File: config.mk
export PLATFORM = sky130hd
export DESIGN_NAME = multiplica_galois_seq
export DESIGN_NICKNAME = d
export VERILOG_FILES = /design/src/rtl/multiplica_galois_seq.sv
export SDC_FILE = /design/constraint.sdc
export NUM_CORES = 1
export LEC_CHECK = 0
export BUFFER_PORTS_ARGS = -buffer_cell sky130_fd_sc_hd__buf_2
export CAP_MARGIN = 20
export CORE_MARGIN = 5
export CORE_UTILIZATION = 25
export CTS_BUF_LIST = sky130_fd_sc_hd__clkbuf_16
export DETAILED_ROUTE_END_ITERATION = 8
export PLACE_DENSITY = 0.49
export REMOVE_ABC_BUFFERS = 1
export SLEW_MARGIN = 20
export SYNTH_ARGS = -nofsm -noshare
export SYNTH_HDL_FRONTEND = slang
export SYNTH_SLANG_ARGS = --single-unit
File: constraint.sdc
create_clock -name clk -period 3 [get_ports clk]
set_clock_uncertainty 0.15 [all_clocks]
set_input_delay 0.15 -clock clk [delete_from_list [all_inputs] [get_ports clk]]
set_output_delay 0.15 -clock clk [all_outputs]
set_load 0.1 [all_outputs]
File: src/rtl/multiplica_galois_seq.sv
// Sequential GF(2^WIDTH) shift-and-add multiplier with a start/done handshake.
// Define MULTIPLICA_GALOIS_EARLY_EN to end CALC once no multiplier bits remain.
module multiplica_galois_seq #(
  parameter int unsigned          WIDTH = 8,
  parameter logic [WIDTH-1:0]     POLY  = WIDTH'(8'h1B)
) (
  input  logic             clk,
  input  logic             rst,
  input  logic             inicio,
  input  logic [WIDTH-1:0] e,
  input  logic [WIDTH-1:0] c,
  output logic [WIDTH-1:0] s,
  output logic             ocupado,
  output logic             pronto
);

  localparam int unsigned      CW   = $clog2(WIDTH + 1);
  localparam logic [CW-1:0]    LAST = CW'(WIDTH - 1);

  localparam logic [1:0] IDLE = 2'd0;
  localparam logic [1:0] CALC = 2'd1;
  localparam logic [1:0] DONE = 2'd2;

  logic [1:0]       state;
  logic [WIDTH-1:0] a;
  logic [WIDTH-1:0] b;
  logic [WIDTH-1:0] acc;
  logic [CW-1:0]    cnt;

  logic [WIDTH-1:0] acc_n;
  logic [WIDTH-1:0] a_n;
  logic [WIDTH-1:0] b_n;
  logic             last;

  always_comb begin
    acc_n = acc ^ (b[0] ? a : '0);
    // xtime: shift out the top bit and fold it back in through the polynomial
    a_n   = {a[WIDTH-2:0], 1'b0} ^ (a[WIDTH-1] ? POLY : '0);
    b_n   = b >> 1;
`ifdef MULTIPLICA_GALOIS_EARLY_EN
    last  = (cnt == LAST) || (b_n == '0);
`else
    last  = (cnt == LAST);
`endif
  end

  always_ff @(posedge clk or posedge rst) begin
    if (rst) begin
      state <= IDLE;
      a     <= '0;
      b     <= '0;
      acc   <= '0;
      cnt   <= '0;
      s     <= '0;
    end else begin
      case (state)
        IDLE: begin
          if (inicio) begin
            a     <= e;
            b     <= c;
            acc   <= '0;
            cnt   <= '0;
            state <= CALC;
          end
        end
        CALC: begin
          a   <= a_n;
          b   <= b_n;
          cnt <= cnt + CW'(1);
          if (last) begin
            s     <= acc_n;
            state <= DONE;
          end else begin
            acc <= acc_n;
          end
        end
        DONE:    state <= IDLE;
        default: state <= IDLE;
      endcase
    end
  end

  assign ocupado = (state == CALC);
  assign pronto  = (state == DONE);

endmodule

* Yosys cells after proc, flatten, opt, wreduce, memory -nomap -nowiden
Cells that the tools add are included.
Operators by class: multiplexer cells 14, bitwise gates (word level) 2, eq/ne operators 6, $add $sub $neg 1, reduce and logical (&&, ||, !) cells 6
Operators with widths (number):
- $pmux W8 S2 | 3
- $mux W8 | 5
- $pmux W4 S2 | 1
- $xor A8 B5 Y8 | 1
- $xor A8 B8 Y8 | 1
- $reduce_and A2 Y1 | 3
- $mux W5 | 1
- $add A4 B1 Y4 const B | 1
- $eq A4 B3 Y1 const B | 1
- $mux W2 | 2
- $mux W4 | 1
- $ne A2 B2 Y1 const B | 2
- $pmux W2 S2 | 1
- $reduce_and A3 Y1 | 1
- $eq A2 B1 Y1 const B | 1
- $eq A2 B2 Y1 const B | 1
- $logic_not A2 Y1 | 1
- $ne A2 B1 Y1 const B | 1
- $reduce_bool A2 Y1 | 1
Word-level totals: register bits after elaboration 38, logic and storage cells 35

* Depth between registers and ports, before layout
word-level depth 4, gate-level depth with buffers 5, gate-level depth less buffers 4

* Least setup slack after synthesis
No wires, ideal clock.
path kind reg2out, from reg state[0], to out pronto, arrival 1.908 ns, path slack 0.792 ns, cell stages (with the launch flop) 3, cells stage by stage dfrtp_1 buf_2 nor2b_1
Between the ends: longest elaborated chain between the ends 1
RTL lines:
- start, declared | RTL line 24 | logic [1:0] state;
- start signal, assigned | RTL line 49 | state <= IDLE;
- start signal, assigned | RTL line 63 | state <= CALC;
- start signal, assigned | RTL line 72 | state <= DONE;
- $eq A2 B2 Y1 | RTL line 84 | assign pronto = (state == DONE);
- end, declared | RTL line 14 | output logic pronto
No other way between the ends.

* Worst setup path in the final report
from reg state[0], to reg acc[1]
Between the ends: longest elaborated chain between the ends 3
RTL lines:
- $eq A2 B1 Y1 or $logic_not A2 Y1 (tied branches) | RTL line 56 | case (state)
- $ne A2 B2 Y1 (no source line) or $reduce_bool A2 Y1 (tied branches)
- $reduce_and A3 Y1 (no source line)
- end signal, assigned | RTL line 74 | acc <= acc_n;
- end, declared | RTL line 27 | logic [WIDTH-1:0] acc;
Several ways; a longest one is shown, not always the timed one. A chain may end at the register's enable or synchronous reset.

==> results by group <==
Timing
  • RSZ-0062 raised after global routing: no
  • Worst Slack Setup Final: 1097 ps
  • Min Tclk post-route: 1903 ps
  • FMAX: 0.5254 GHz
  • Pins Over Slew Limit: 0
  • Hold Fails Final Rpt: 0
  • Tcrit/Tclk final: 63.45%
  • Setup TNS: 0 ps
  • Worst-Margin Slew: 546.2 ps
  • Min Hold Slack: 3.840 ps
  • Worst slew margin: 63.58%
  • Setup Viol. Count Final: 0

Global routing
  • GRT Residual Overflow: 0
  • Largest net degree at the start of global routing: 39
  • Initial antenna violation count: 0
  • Vias in the first global route: 1,429
  • First-pass GRT wire length: 6975 µm
  • GRT Total Usage: 9.273%

Routing
  • Routed len/inst: 12.82 µm
  • Post-DRT Antenna Nets: 0
  • Initial DRC Count: 76
  • Final WL: 3960 µm
  • Vias per cell: 4.379
  • Via count: 1,353
  • Pre-Repair DR Iteration Count: 4
  • DRC viols: 0

Die
  • Row count: 31
  • Die area: 9429 µm²
  • Io pins: 29
  • Die Height: 97.11 µm
  • Chip Width: 97.11 µm
  • Core region area: 7331 µm²
  • Initial core utilization: 25.87%

Setup path
  • Critical path class: flip-flop to flip-flop
  • Largest delay share family, worst path: flip-flops
  • Arrival time at the worst endpoint: 1950 ps
  • CP max FO: 24
  • Crit-path max cell delay: 600 ps
  • Crit path buf inv count: 1
  • Worst path cell trace: nor2b_2, buf_4, nand2_1, o22ai_1
  • Critical Path Sink Type: flip-flop
  • Worst Path Required: 3050 ps
  • Worst path slowest cell: dfrtp_1
  • CP startpoint kind: flip-flop

Pwr
  • Pwr/cell area: 1283 nW/µm²
  • Worst VDD drop: 786.3 µV
  • Leakage: 1.104 nW

Clocking
  • CTS Buffer Depth: 2
  • H-tree Lvls: 2
  • CTS sink count: 38
  • Clock root cell: clkbuf_16
  • Reg clk slew, reported paths: 60 ps
  • CTS tree: yes
  • Worst skew pair latency: 280 ps
  • CTS buffer count: 5

Final layout
  • Final non-filler cell total: 309
  • Diodes inserted: 0
  • Final core occ: 31.11%
  • # fillers: 763
  • Fraction of layout cells with a size suffix above 1: 25.24%
  • Nets@finish: 229
  • Area growth from synthesis to layout: 20.25%

Yosys
  • Synth Cell Area: 1897 µm²
  • Post-synth cell types: 30
  • Post-Syn Instances: 179
  • Synth Flop Type: dfrtp_1
  • Fraction of registers with async set/reset: 100.0%
  • Ys Warns: 0
  • #FFs+latches synth: 38
  • EDFF count, synth: 0
  • Syn Area/Cell: 10.60 µm²
  • Seq/Total Area, Yosys: 50.13%

Placement
  • Placed Instances: 298
  • GPL Wtd Cong: 0.6755
  • HPWL Detailed: 2620 µm
  • PortBufs: 28
  • Pre-CTS WS: 1075 ps

Min path
  • Hold crit path type: input port to flip-flop

Run status
  • Status: complete, no violations

Flow run
  • Max-cap violation count: 0
metrics by stage:
step | instance area (µm²) | total power, mW
2_1_floorplan | 1815 | 2.149
3_3_place_gp | 2113 | 2.433
3_5_place_dp | 2113 | 2.459
4_1_cts | 2281 | 2.976
5_1_grt | 2281 | 3.154
6_report | 2281 | 2.927
where the power goes:
group / switching, mW / leakage (nW) / total [mW] / internal (mW)
registers: 0.230 / 0.477 / 0.979 / 0.748
clock network: 0.201 / 0.0724 / 0.502 / 0.300
logic: 0.913 / 0.555 / 1.45 / 0.534
total: 1.34 / 1.10 / 2.93 / 1.58
repair_timing:
action | in CTS | in global routing
hold buffers | 3 | 0
setup buffers | 0 | 0
gates resized for setup | 0 | 0
endpoints found under the hold margin | 40 | 0
layout by cell type, fill, tap and decap left out, types with 2 or more instances in the layout:
| cell | netlist | routed |
|---|---|---|
| clkbuf_16 | 0 | 5 |
| dfrtp_1 | 38 | 38 |
| buf_2 | 7 | 28 |
| dlygate4sd3_1 | 0 | 3 |
| inv_1 | 10 | 11 |
| nor2_1 | 3 | 3 |
| a211oi_1 | 7 | 7 |
| a22o_1 | 3 | 3 |
| mux2i_1 | 12 | 12 |
| mux2_2 | 11 | 11 |
| nor2b_2 | 2 | 2 |
| buf_4 | 1 | 4 |
| nand3_1 | 9 | 9 |
| a21oi_1 | 3 | 3 |
| o21ai_0 | 7 | 7 |
| and3b_1 | 3 | 3 |
| o22ai_1 | 7 | 7 |
| xor2_1 | 3 | 3 |
| xnor2_1 | 8 | 8 |
| nand2_1 | 24 | 24 |
| o21ai_1 | 8 | 8 |
cell families after synthesis:
logic type	after synthesis	share of synthesized area, %
DFF	38	50.13
and+or+nand+nor	45	12.07
buffers and inverters	22	6.266
AOI/OAI and AO/OA	39	12.93
xor gates and xnor gates	11	5.080
adders and majority gates	1	0.6595
muxes	23	12.86
Yosys cell counts, types with 2 or more instances:
cell | n | area [µm²]
dfrtp_1 | 38 | 950.9
nand2_1 | 24 | 90.09
mux2i_1 | 12 | 120.1
mux2_2 | 11 | 123.9
inv_1 | 10 | 37.54
nand3_1 | 9 | 45.04
o21ai_1 | 8 | 40.04
xnor2_1 | 8 | 70.07
a211oi_1 | 7 | 52.55
buf_2 | 7 | 35.03
o21ai_0 | 7 | 35.03
o22ai_1 | 7 | 43.79
a21oi_1 | 3 | 15.01
a22o_1 | 3 | 26.28
and3b_1 | 3 | 26.28
buf_6 | 3 | 33.78
nor2_1 | 3 | 11.26
xor2_1 | 3 | 26.28
nor2b_2 | 2 | 17.52
path summary, 6_finish.rpt:
check	cells after the start	endpoint	start	slack, ps
setup / recovery	4	acc[1]	state[0]	1100
hold / removal	3	b[0]	c[0]	4
setup reg to reg	4	acc[1]	state[0]	1100
hold reg to reg	2	b[2]	b[2]	330
max in group asynchronous	4	acc[7]	rst	1960
min in group asynchronous	4	b[5]	rst	380
tightest hold or removal path, delay by kind of cell:
family	cells	cell delay [ps]
muxes	1	50
AOI/OAI and AO/OA	1	110
buffers and inverters	1	80
flip-flops by register name, indices dropped and copies added, names as in the netlist:
name,flops
a,8
acc,8
b,8
s,8
cnt,4
state,2
routing by layer:
metal / up-vias / part of all wire (%) / track usage, %
met1: 623 / 47 / 11.66
met3: 8 / 4.9 / 2.728
met4: 0 / 2.1 / 4.536
met2: 30 / 46 / 14.49
met5: - / 0 / 0
li1: 692 / - / -
final cells by class:
class	count	area, µm²	area share, %
clock buffers	5	125.1	5.485
clock inverters	3	12.51	0.5485
inverters	10	37.54	1.646
multi-input cells	119	830.8	36.42
flip-flops and latches	38	950.9	41.69
well taps	99	123.9	5.431
repair buffers	35	200.2	8.777
Power figures use the tool's default switching activity.
